===== config.mk =====
export PLATFORM = sky130hd
export DESIGN_NAME = iob_rx_filter
export DESIGN_NICKNAME = d
export VERILOG_FILES = /design/src/rtl/iob_rx_pkg.sv /design/src/rtl/iob_rx_bitfilter.sv /design/src/rtl/iob_rx_filter.sv
export SDC_FILE = /design/constraint.sdc
export NUM_CORES = 1
export LEC_CHECK = 0
export CAP_MARGIN = 10
export CORE_MARGIN = 1.5
export CORE_UTILIZATION = 35
export DETAILED_ROUTE_END_ITERATION = 10
export PLACE_DENSITY = 0.65
export SLEW_MARGIN = 20
export SYNTH_ARGS = -nofsm -noshare
export SYNTH_HDL_FRONTEND = slang
export SYNTH_SLANG_ARGS = --single-unit

===== constraint.sdc =====
create_clock -name C -period 2.1 [get_ports C]
set_input_delay 0.63 -clock C [delete_from_list [all_inputs] [get_ports C]]
set_output_delay 0.63 -clock C [all_outputs]
set_load 0.005 [all_outputs]

===== src/rtl/iob_rx_pkg.sv =====
// Shared types and constants for the bidirectional pad receive path.
package iob_rx_pkg;

  // Receive-side view of the pad bus ownership.
  typedef enum logic [1:0] {
    DRIVE  = 2'd0,
    TURN   = 2'd1,
    LISTEN = 2'd2
  } rx_state_t;

  localparam int DEF_WIDTH         = 8;
  localparam int DEF_SYNC_STAGES   = 2;
  localparam int DEF_FILTER_CYCLES = 4;
  localparam int DEF_TURNAROUND    = 2;

  // Bits needed to hold values 0..value-1, never less than one bit.
  function automatic int clog2_min1(input int value);
    int w;
    w = (value <= 1) ? 1 : $clog2(value);
    return w;
  endfunction

endpackage


===== src/rtl/iob_rx_bitfilter.sv =====
// One pad bit: synchroniser, stability counter, filtered level and edge strobes.
module iob_rx_bitfilter
  import iob_rx_pkg::*;
#(
  parameter int SYNC_STAGES   = DEF_SYNC_STAGES,
  parameter int FILTER_CYCLES = DEF_FILTER_CYCLES
) (
  input  logic clk,
  input  logic srst,
  input  logic ce_i,
  input  logic listen_i,
  input  logic pad_i,
  output logic level_o,
  output logic rise_o,
  output logic fall_o
);

  localparam int CW = clog2_min1(FILTER_CYCLES);
  localparam logic [CW-1:0] CNT_LAST = CW'(FILTER_CYCLES - 1);

  logic [SYNC_STAGES-1:0] sync_q;
  logic                   s;
  logic [CW-1:0]          cnt_q, cnt_d;
  logic                   level_q, level_d;
  logic                   rise_q, rise_d;
  logic                   fall_q, fall_d;

  assign s = sync_q[SYNC_STAGES-1];

  // Synchroniser chain runs every cycle, independent of CE and bus state.
  always_ff @(posedge clk) begin
    if (srst) begin
      sync_q <= '0;
    end else begin
      sync_q <= {sync_q[SYNC_STAGES-2:0], pad_i};
    end
  end

  // Stability filter: level follows s only after FILTER_CYCLES consecutive mismatches.
  always_comb begin
    cnt_d   = cnt_q;
    level_d = level_q;
    rise_d  = 1'b0;
    fall_d  = 1'b0;
    if (!listen_i) begin
      cnt_d = '0;
    end else if (ce_i) begin
      if (s == level_q) begin
        cnt_d = '0;
      end else if (cnt_q == CNT_LAST) begin
        level_d = s;
        cnt_d   = '0;
        rise_d  = s;
        fall_d  = ~s;
      end else begin
        cnt_d = cnt_q + 1'b1;
      end
    end
  end

  // Register filter state and the one-cycle edge strobes.
  always_ff @(posedge clk) begin
    if (srst) begin
      cnt_q   <= '0;
      level_q <= 1'b0;
      rise_q  <= 1'b0;
      fall_q  <= 1'b0;
    end else begin
      cnt_q   <= cnt_d;
      level_q <= level_d;
      rise_q  <= rise_d;
      fall_q  <= fall_d;
    end
  end

  assign level_o = level_q;
  assign rise_o  = rise_q;
  assign fall_o  = fall_q;

endmodule


===== src/rtl/iob_rx_filter.sv =====
// Receive path for a shared pad bus: blanks while we drive, then filters each bit.
module iob_rx_filter
  import iob_rx_pkg::*;
#(
  parameter int WIDTH         = DEF_WIDTH,
  parameter int SYNC_STAGES   = DEF_SYNC_STAGES,
  parameter int FILTER_CYCLES = DEF_FILTER_CYCLES,
  parameter int TURNAROUND    = DEF_TURNAROUND
) (
  input  logic             C,
  input  logic             R,
  input  logic [WIDTH-1:0] I,
  input  logic             T,
  input  logic             CE,
  output logic [WIDTH-1:0] O,
  output logic             O_VALID,
  output logic [WIDTH-1:0] RISE,
  output logic [WIDTH-1:0] FALL
);

  localparam int TW = clog2_min1(TURNAROUND + 1);
  localparam logic [TW-1:0] TURN_LOAD = TW'(TURNAROUND);
  localparam logic [TW-1:0] TURN_ONE  = TW'(1);

  rx_state_t     state_q, state_d;
  logic [TW-1:0] turn_cnt_q, turn_cnt_d;
  logic          o_valid_q;
  logic          listen;

  // Next-state: T=0 always forces DRIVE; the turnaround count advances only on CE.
  always_comb begin
    state_d    = state_q;
    turn_cnt_d = turn_cnt_q;
    if (!T) begin
      state_d = DRIVE;
    end else begin
      case (state_q)
        DRIVE: begin
          if (TURNAROUND == 0) begin
            state_d = LISTEN;
          end else begin
            state_d    = TURN;
            turn_cnt_d = TURN_LOAD;
          end
        end
        TURN: begin
          if (CE) begin
            if (turn_cnt_q <= TURN_ONE) begin
              state_d    = LISTEN;
              turn_cnt_d = '0;
            end else begin
              turn_cnt_d = turn_cnt_q - 1'b1;
            end
          end
        end
        LISTEN: begin
          state_d = LISTEN;
        end
        default: begin
          state_d    = TURN;
          turn_cnt_d = TURN_LOAD;
        end
      endcase
    end
  end

  // State register with O_VALID registered alongside so it tracks LISTEN exactly.
  always_ff @(posedge C) begin
    if (R) begin
      state_q    <= TURN;
      turn_cnt_q <= TURN_LOAD;
      o_valid_q  <= 1'b0;
    end else begin
      state_q    <= state_d;
      turn_cnt_q <= turn_cnt_d;
      o_valid_q  <= (state_d == LISTEN);
    end
  end

  // Gate with T so a bit cannot qualify on the same edge that enters DRIVE.
  assign listen  = (state_q == LISTEN) && T;
  assign O_VALID = o_valid_q;

  generate
    for (genvar gi = 0; gi < WIDTH; gi++) begin : g_bit
      iob_rx_bitfilter #(
        .SYNC_STAGES  (SYNC_STAGES),
        .FILTER_CYCLES(FILTER_CYCLES)
      ) u_bit (
        .clk     (C),
        .srst    (R),
        .ce_i    (CE),
        .listen_i(listen),
        .pad_i   (I[gi]),
        .level_o (O[gi]),
        .rise_o  (RISE[gi]),
        .fall_o  (FALL[gi])
      );
    end
  endgenerate

endmodule


; Word-level counts from Yosys, hierarchy flattened
; Cells that the tools add are included.
[totals]
out_inout_bits = 25
ff_bits = 61
[op_classes]
mux = 23
add_sub_neg = 9
n_reduce_logical = 19
eq_ne = 20
n_bitwise = 27
n_lt_le_gt_ge = 1
[ops]
columns = op, n
row1 = two-way mux 2 bit, 21
row2 = OR reduction 5 bit, 8
row3 = AND reduction 4 bit, 8
row4 = NOT 1 bit, 27
row5 = "== test 2 bit, second input constant", 10
row6 = "adder 2 x 1 -> 2 bit, second input constant", 8
row7 = == test 1 bit, 8
row8 = case mux 2 bit (2 select lines), 2
row9 = AND reduction 3 bit, 1
row10 = "== test 2 x 1 -> 1 bit, second input constant", 1
row11 = "<= comparator 2 x 1 -> 1 bit, second input constant", 1
row12 = "inequality test 2 bit, second input constant", 1
row13 = OR reduction 2 bit, 1
row14 = "subtractor 2 x 1 -> 2 bit, second input constant", 1
row15 = logical AND 1 bit, 1

; Longest topological paths before layout
; Gate-level depths: netlist of run 1.
[logic_depth]
depth_word = 6
ltp_mapped = 6
depth_no_buf = 5

; Hierarchy
; A second synthesis of run 1 with hierarchy kept.
[hier_totals]
cells_unflattened = 229
area_unflattened_um2 = 2354.8
[by_module_without_submodules]
columns = mod, area_per_inst_um2, cells_each, n_inst
row1 = iob_rx_bitfilter, 262.8, 25, 8
row2 = iob_rx_filter, 252.7, 29, 1

; Least setup slack after synthesis of run 1
; OpenSTA, ideal clock, no wires.
[synth_timing]
path_type = input to register
start = input port CE
end = register g_bit[0].u_bit.rise_q
t_arrival_ps = 1319
n_path_buf = 2
setup_time_ps = 73
stages = 5
slack_ps = 709
cell_sequence = buf_2 and4b_1 buf_4 nand2_1 nor3b_2
[synth_via]
elab_chain_len = 2
[synth_lines]
columns = item, line
row1 = start: declaration, iob_rx_filter.sv:14  ; input logic CE,
row2 = NOT 1 bit (no source line), n/a
row3 = OR reduction 5 bit (no source line), n/a
row4 = end signal: assignment, iob_rx_bitfilter.sv:71  ; rise_q <= rise_d;
row5 = end: declaration, iob_rx_bitfilter.sv:25  ; logic rise_q, rise_d;
; Every way passes these cells.
; A chain may end at the register's enable or synchronous reset.

; Final worst setup path of run 1
[layout_timing]
start = register g_bit[5].u_bit.level_q
end = output port O[5]
[layout_lines]
columns = item, line
row1 = start: declaration, iob_rx_bitfilter.sv:24  ; logic level_q, level_d;
row2 = start signal: assignment, iob_rx_bitfilter.sv:70  ; level_q <= level_d;
row3 = end: declaration, iob_rx_filter.sv:15  ; output logic [WIDTH-1:0] O,
; No word-level cell between the ends.

==> summary.md, run 1 <==
| Metric | Value |
|---|---|
| Logic gate share of total power | `4.3%` |
| Final critical-path required period | `1930 ps` |
| Switching power | `0.490 mW` |
| Number of remaining DRC errors | `0` |
| Boundary Pins | `37` |
| Slowest CP cell | `clkdlybuf4s50_1` |
| Main combinational cell family by area after synthesis | `simple AND/OR/NAND/NOR gates` |
| RSZ-0062 raised after global routing | `no` |
| Seq pwr share | `49.3%` |
| Number of global-route vias before repair | `1639` |
| Tcrit/Tclk final | `92.1%` |
| H-tree Lvls | `3` |
| CP endpoint kind | `output pin` |
| Peak fanout along the critical path | `5` |
| P per Cell Area | `778 nW/um^2` |
| Post-CTS Resized | `0` |
| All-Layer GR Usage | `12.3%` |
| CP max stage delay | `540 ps` |
| WS Path Type | `reg2out` |
| Hold Path Class | `reg2reg` |
| Setup Viol. Count Final | `0` |
| Post-synthesis compound-gate area fraction | `4.30%` |
| Initial Util | `35.7%` |
| Final Hold Viols | `0` |
| Final setup margin | `165 ps` |
| Layout cell share with drive strength beyond 1 | `14.1%` |
| Avg WL per Cell | `11.3 microns` |
| CTS Sinks | `61` |
| Run status | `finished, final reports clean` |
| Mapped Cells | `259` |
| Distinct cells, synth | `24` |
| Total grt overflow | `0` |
| Commonest non-fill, non-tap cell in the layout | `dfxtp_1` |
| Vias per Instance | `4.52` |
| Post-Syn Nets | `281` |
| Routed Antenna Nets | `0` |
| Fin area | `3100 sq um` |
| Slew HR | `76.6%` |
| Fraction of synthesized area in multiplexers | `3.13%` |
| Final WL | `4330 microns` |
| Height of the die | `88.6 microns` |
| Final GP Congestion | `0.774` |
| Pre-CTS setup slack | `63.3 ps` |
| Die area | `7840 sq um` |
| Inserted Clock Buffers | `9` |
| Flops & latches, synth | `61` |
| P_int | `1.92 mW` |
| Sw frac | `20.3%` |
| Req. time, crit path | `1470 ps` |
| Skew-Pair Late Insertion Delay | `330 ps` |
| Hold buffer count at cts | `0` |
| First-pass GRT wire length | `7180 microns` |
| Max Cap Violations | `0` |
| DR vias | `1727` |
| Cell chain of the critical path | `clkdlybuf4s50_1` |
| DR pass1 iterations | `4` |
| Post-synthesis xor/xnor area fraction | `2.73%` |
| Die W | `88.6 microns` |
| Slew Limit Fails | `0` |
| Commonest cells after routing, fill and taps aside | `dfxtp_1, clkdlybuf4s50_1, nor2b_1` |
| Post-synthesis sequential area ratio | `47.7%` |
| Post-CTS Setup Bufs | `0` |
| Bufs on Longest Clock Path | `2` |
| Root Buffer | `clkbuf_8` |
| Antenna diode count | `0` |
| Yosys Warn Count | `0` |
| DRT iter0 DRCs | `68` |
| Leak pwr | `1.20 nW` |
| IO buf count | `36` |
| Worst-path clk slew | `60 ps` |
| VDD IR max | `380 uV` |
| Layout area overhead | `21.0%` |
| Post-DP HPWL | `3040 microns` |
| Critical Path Source Type | `flop` |
| Largest net degree at the start of global routing | `29` |
| Core box area | `7180 sq um` |
| Post-synthesis adder-cell area fraction | `4.88%` |
| Arrival time at the worst endpoint | `1300 ps` |
| Simple-gate share of the synthesized area | `27.7%` |
| CP top delay family | `buffers and inverters` |
| Syn_area_per_cell | `9.89 sq um` |
| Slew @ Worst Pin | `349 ps` |
| Initial antenna violation count | `0` |
| Post-Place Cell Area | `2890 sq um` |
| Cell Area, Synth | `2560 sq um` |
| Std-Cell Rows | `31` |
| Final nets | `301` |
| Clock power share | `46.4%` |
| Buf/Inv on CP | `1` |
| Setup Skew | `5.81 ps` |
| Setup_tns | `0 ps` |
| CTS tree | `built` |
| F_max | `517 MHz` |
Yosys cell counts:
cell type  count  area [sq um]
and4b_1        1          10.0
buf_4         25           188
o21ai_0        2          10.0
nand2_1       11          41.3
nand4bb_1      1          11.3
nand3b_2       1          11.3
nor3b_1        5          37.5
buf_2          8          40.0
nor4_1         2          12.5
nor3b_2       12           150
clkbuf_1       3          11.3
nand4_1        8          50.1
nand3_1       16          80.1
xor2_1         8          70.1
or2_2          2          12.5
inv_1          2          7.51
o21ba_2        1          10.0
a21oi_1       18          90.1
dfxtp_1       61          1220
nand2b_1      17           106
nor2b_1       19           119
mux2i_1        8          80.1
ha_1          10           125
nor2_1        18          67.6
cells by family after synthesis:
logic type / after synthesis
simple gates: 113
flops: 61
buf+inv: 38
fa+ha+maj: 10
xor+xnor: 8
compound gates: 21
mux: 8
through the flow:
stage	power [mW]	utilization [%]	hold WS, ps	std cells
after floorplan	1.28	-	414	259
after global placement	1.32	40.2	418	367
after detailed placement	1.32	40.2	422	367
after CTS	2.45	43.2	438	382
after global routing	2.51	43.2	451	382
final	2.41	43.2	435	382
worst paths after layout:
path	from	endpoint	slack [ps]	cells past startpoint
max reg2reg	state_q[0]	turn_cnt_q[0]	630	5
min	g_bit[4].u_bit.sync_q[0]	g_bit[4].u_bit.sync_q[1]	430	1
min reg2reg	g_bit[4].u_bit.sync_q[0]	g_bit[4].u_bit.sync_q[1]	430	1
max	g_bit[5].u_bit.level_o	O[5]	170	1
final cells by class:
class | instances | area [sq um]
fillers | 696 | 4080
inverters | 2 | 7.51
well taps | 99 | 124
flip-flops and latches | 61 | 1220
clock inverters | 5 | 75.1
clock buffers | 10 | 138
repair buffers | 45 | 440
multi-input cells | 160 | 1090
state kept, by name (all words and copies together), names as in the netlist:
name,flops
g_bit.u_bit.level_o,8
turn_cnt_q,2
g_bit.u_bit.sync_q,16
O_VALID,1
g_bit.u_bit.fall_o,8
state_q,2
g_bit.u_bit.cnt_q,16
g_bit.u_bit.rise_o,8
layer usage:
metal / up-vias / wire [microns] / global-route usage [%]
li1: 882 / - / -
met1: 796 / 1970 / 14.3
met2: 39 / 2030 / 19.2
met3: 10 / 214 / 4.29
met4: 0 / 125 / 7.95
met5: - / 0 / 0
power groups by stage:
stage	clock, mW	combinational (mW)	sequential [mW]
after floorplan	0	0.0647	1.21
after global placement	0	0.104	1.21
after detailed placement	0	0.105	1.21
after CTS	1.15	0.106	1.19
after global routing	1.20	0.115	1.19
final	1.12	0.104	1.19
(Power assumes the default switching activity.)
==> run 2, diff against run 1 <==
--- a/config.mk
+++ b/config.mk
@@ -9,7 +9,7 @@
 export CORE_MARGIN = 1.5
 export CORE_UTILIZATION = 35
 export DETAILED_ROUTE_END_ITERATION = 10
-export PLACE_DENSITY = 0.65
+export PLACE_DENSITY_LB_ADDON = 0.2
 export SLEW_MARGIN = 20
 export SYNTH_ARGS = -nofsm -noshare
 export SYNTH_HDL_FRONTEND = slang
==> summary.md, run 2 (same netlist as run 1, synthesis figures left out) <==
| Metric | Value |
|---|---|
| CP endpoint kind | `output pin` |
| Critical Path Source Type | `flop` |
| Inserted Clock Buffers | `9` |
| Slew Limit Fails | `0` |
| Worst R2R Setup Slack | `510 ps` |
| Slew @ Worst Pin | `379 ps` |
| Tcrit/Tclk final | `91.2%` |
| Pre-CTS setup slack | `39.0 ps` |
| Die area | `7840 sq um` |
| Final setup margin | `185 ps` |
| Antenna diode count | `0` |
| Max Cap Violations | `0` |
| Slowest CP cell | `clkdlybuf4s50_1` |
| Slew HR | `74.7%` |
| DR pass1 iterations | `4` |
| Root Buffer | `clkbuf_8` |
| CP top delay family | `buffers and inverters` |
| Dpl cells | `367` |
| Routed Antenna Nets | `0` |
| F_max | `522 MHz` |
| Post-CTS Resized | `0` |
| Req. time, crit path | `1470 ps` |
| Hold buffer count at cts | `0` |
| Vias per Instance | `4.47` |
| Arrival time at the worst endpoint | `1280 ps` |
| Commonest cells after routing, fill and taps aside | `dfxtp_1, clkdlybuf4s50_1, nor2b_1` |
| Largest net degree at the start of global routing | `21` |
| Skew-Pair Late Insertion Delay | `330 ps` |
| CP max stage delay | `540 ps` |
| CTS tree | `built` |
| Buf/Inv on CP | `1` |
| Height of the die | `88.6 microns` |
| Hold Path Class | `reg2reg` |
| Final critical-path required period | `1910 ps` |
| All-Layer GR Usage | `12.3%` |
| Post-CTS Setup Bufs | `0` |
| WS Path Type | `reg2out` |
| Layout area overhead | `21.5%` |
| H-tree Lvls | `3` |
| Peak fanout along the critical path | `5` |
| Initial Util | `35.7%` |
| Final WL | `4340 microns` |
| Util after Layout | `43.4%` |
| VDD IR max | `387 uV` |
| Commonest non-fill, non-tap cell in the layout | `dfxtp_1` |
| Layout fillers | `680` |
| Largest registers | `g_bit.u_bit.cnt_q: 16 flops, g_bit.u_bit.sync_q: 16 flops` |
| RSZ-0062 raised after global routing | `no` |
| Bufs on Longest Clock Path | `2` |
| Setup Skew | `9.42 ps` |
| Initial antenna violation count | `0` |
| IO buf count | `36` |
| Number of global-route vias before repair | `1531` |
| Fin cells | `383` |
| Die W | `88.6 microns` |
| P per Cell Area | `794 nW/um^2` |
| Final nets | `301` |
| Cell chain of the critical path | `clkdlybuf4s50_1` |
| Core box area | `7180 sq um` |
| Post-Place Cell Area | `2890 sq um` |
| Worst-path clk slew | `60 ps` |
| Final GP Congestion | `0.672` |
| Setup Viol. Count Final | `0` |
| Layout cell share with drive strength beyond 1 | `14.1%` |
| DR vias | `1712` |
| CTS Sinks | `61` |
| Total grt overflow | `0` |
| Std-Cell Rows | `31` |
| Fin area | `3110 sq um` |
| Run status | `finished, final reports clean` |
| Final Hold Viols | `0` |
| Setup_tns | `0 ps` |
| DRT iter0 DRCs | `74` |
| Leak pwr | `1.20 nW` |
| Boundary Pins | `37` |
| Number of remaining DRC errors | `0` |
| Avg WL per Cell | `11.3 microns` |
| First-pass GRT wire length | `7190 microns` |
| Post-DP HPWL | `2910 microns` |
-- run 2: changes by cell type in the layout (fill, tap and decap cells not counted), sizes merged --
cell	before	now
clkbuf	10	12
clkinv	3	2
-- run 2: path summary, 6_finish.rpt --
kind | startpoint | to | cells after the start
hold reg to reg | g_bit[2].u_bit.sync_q[0] | g_bit[2].u_bit.sync_q[1] | 1
setup reg to reg | state_q[0] | g_bit[5].u_bit.cnt_q[0] | 5
setup / recovery | g_bit[7].u_bit.level_o | O[7] | 1
hold / removal | g_bit[2].u_bit.sync_q[0] | g_bit[2].u_bit.sync_q[1] | 1
-- run 2: routing by layer --
layer  global-route usage, %  vias up  wire length [microns]
met2                    18.1       42                   1920
met3                    2.80        8                    189
met5                       0        -                      0
met1                    16.6      776                   2170
li1                        -      886                      -
met4                    6.82        0                     65
-- run 2: stage by stage --
stage / hold slack (ps) / power [mW]
final: 437 / 2.47
after global routing: 454 / 2.56
after CTS: 443 / 2.50
after detailed placement: 427 / 1.32
after global placement: 418 / 1.32
after floorplan: 414 / 1.28
-- run 2: layout make-up --
class / instances / area (sq um) / area share [%]
clock buffer: 12 / 155 / 4.98
clock inverter: 4 / 70.1 / 2.25
tap: 99 / 124 / 3.98
sequential: 61 / 1220 / 39.2
inverter: 2 / 7.51 / 0.241
timing repair buffer: 45 / 440 / 14.1
multi-input combinational: 160 / 1090 / 35.2
-- run 2: power breakdown --
group          internal (mW)  switching [mW]  leakage, nW  total [mW]
logic                 0.0594          0.0490        0.590       0.108
registers               1.18          0.0117        0.495        1.19
clock network          0.730           0.446        0.116        1.18
total                   1.97           0.507         1.20        2.47
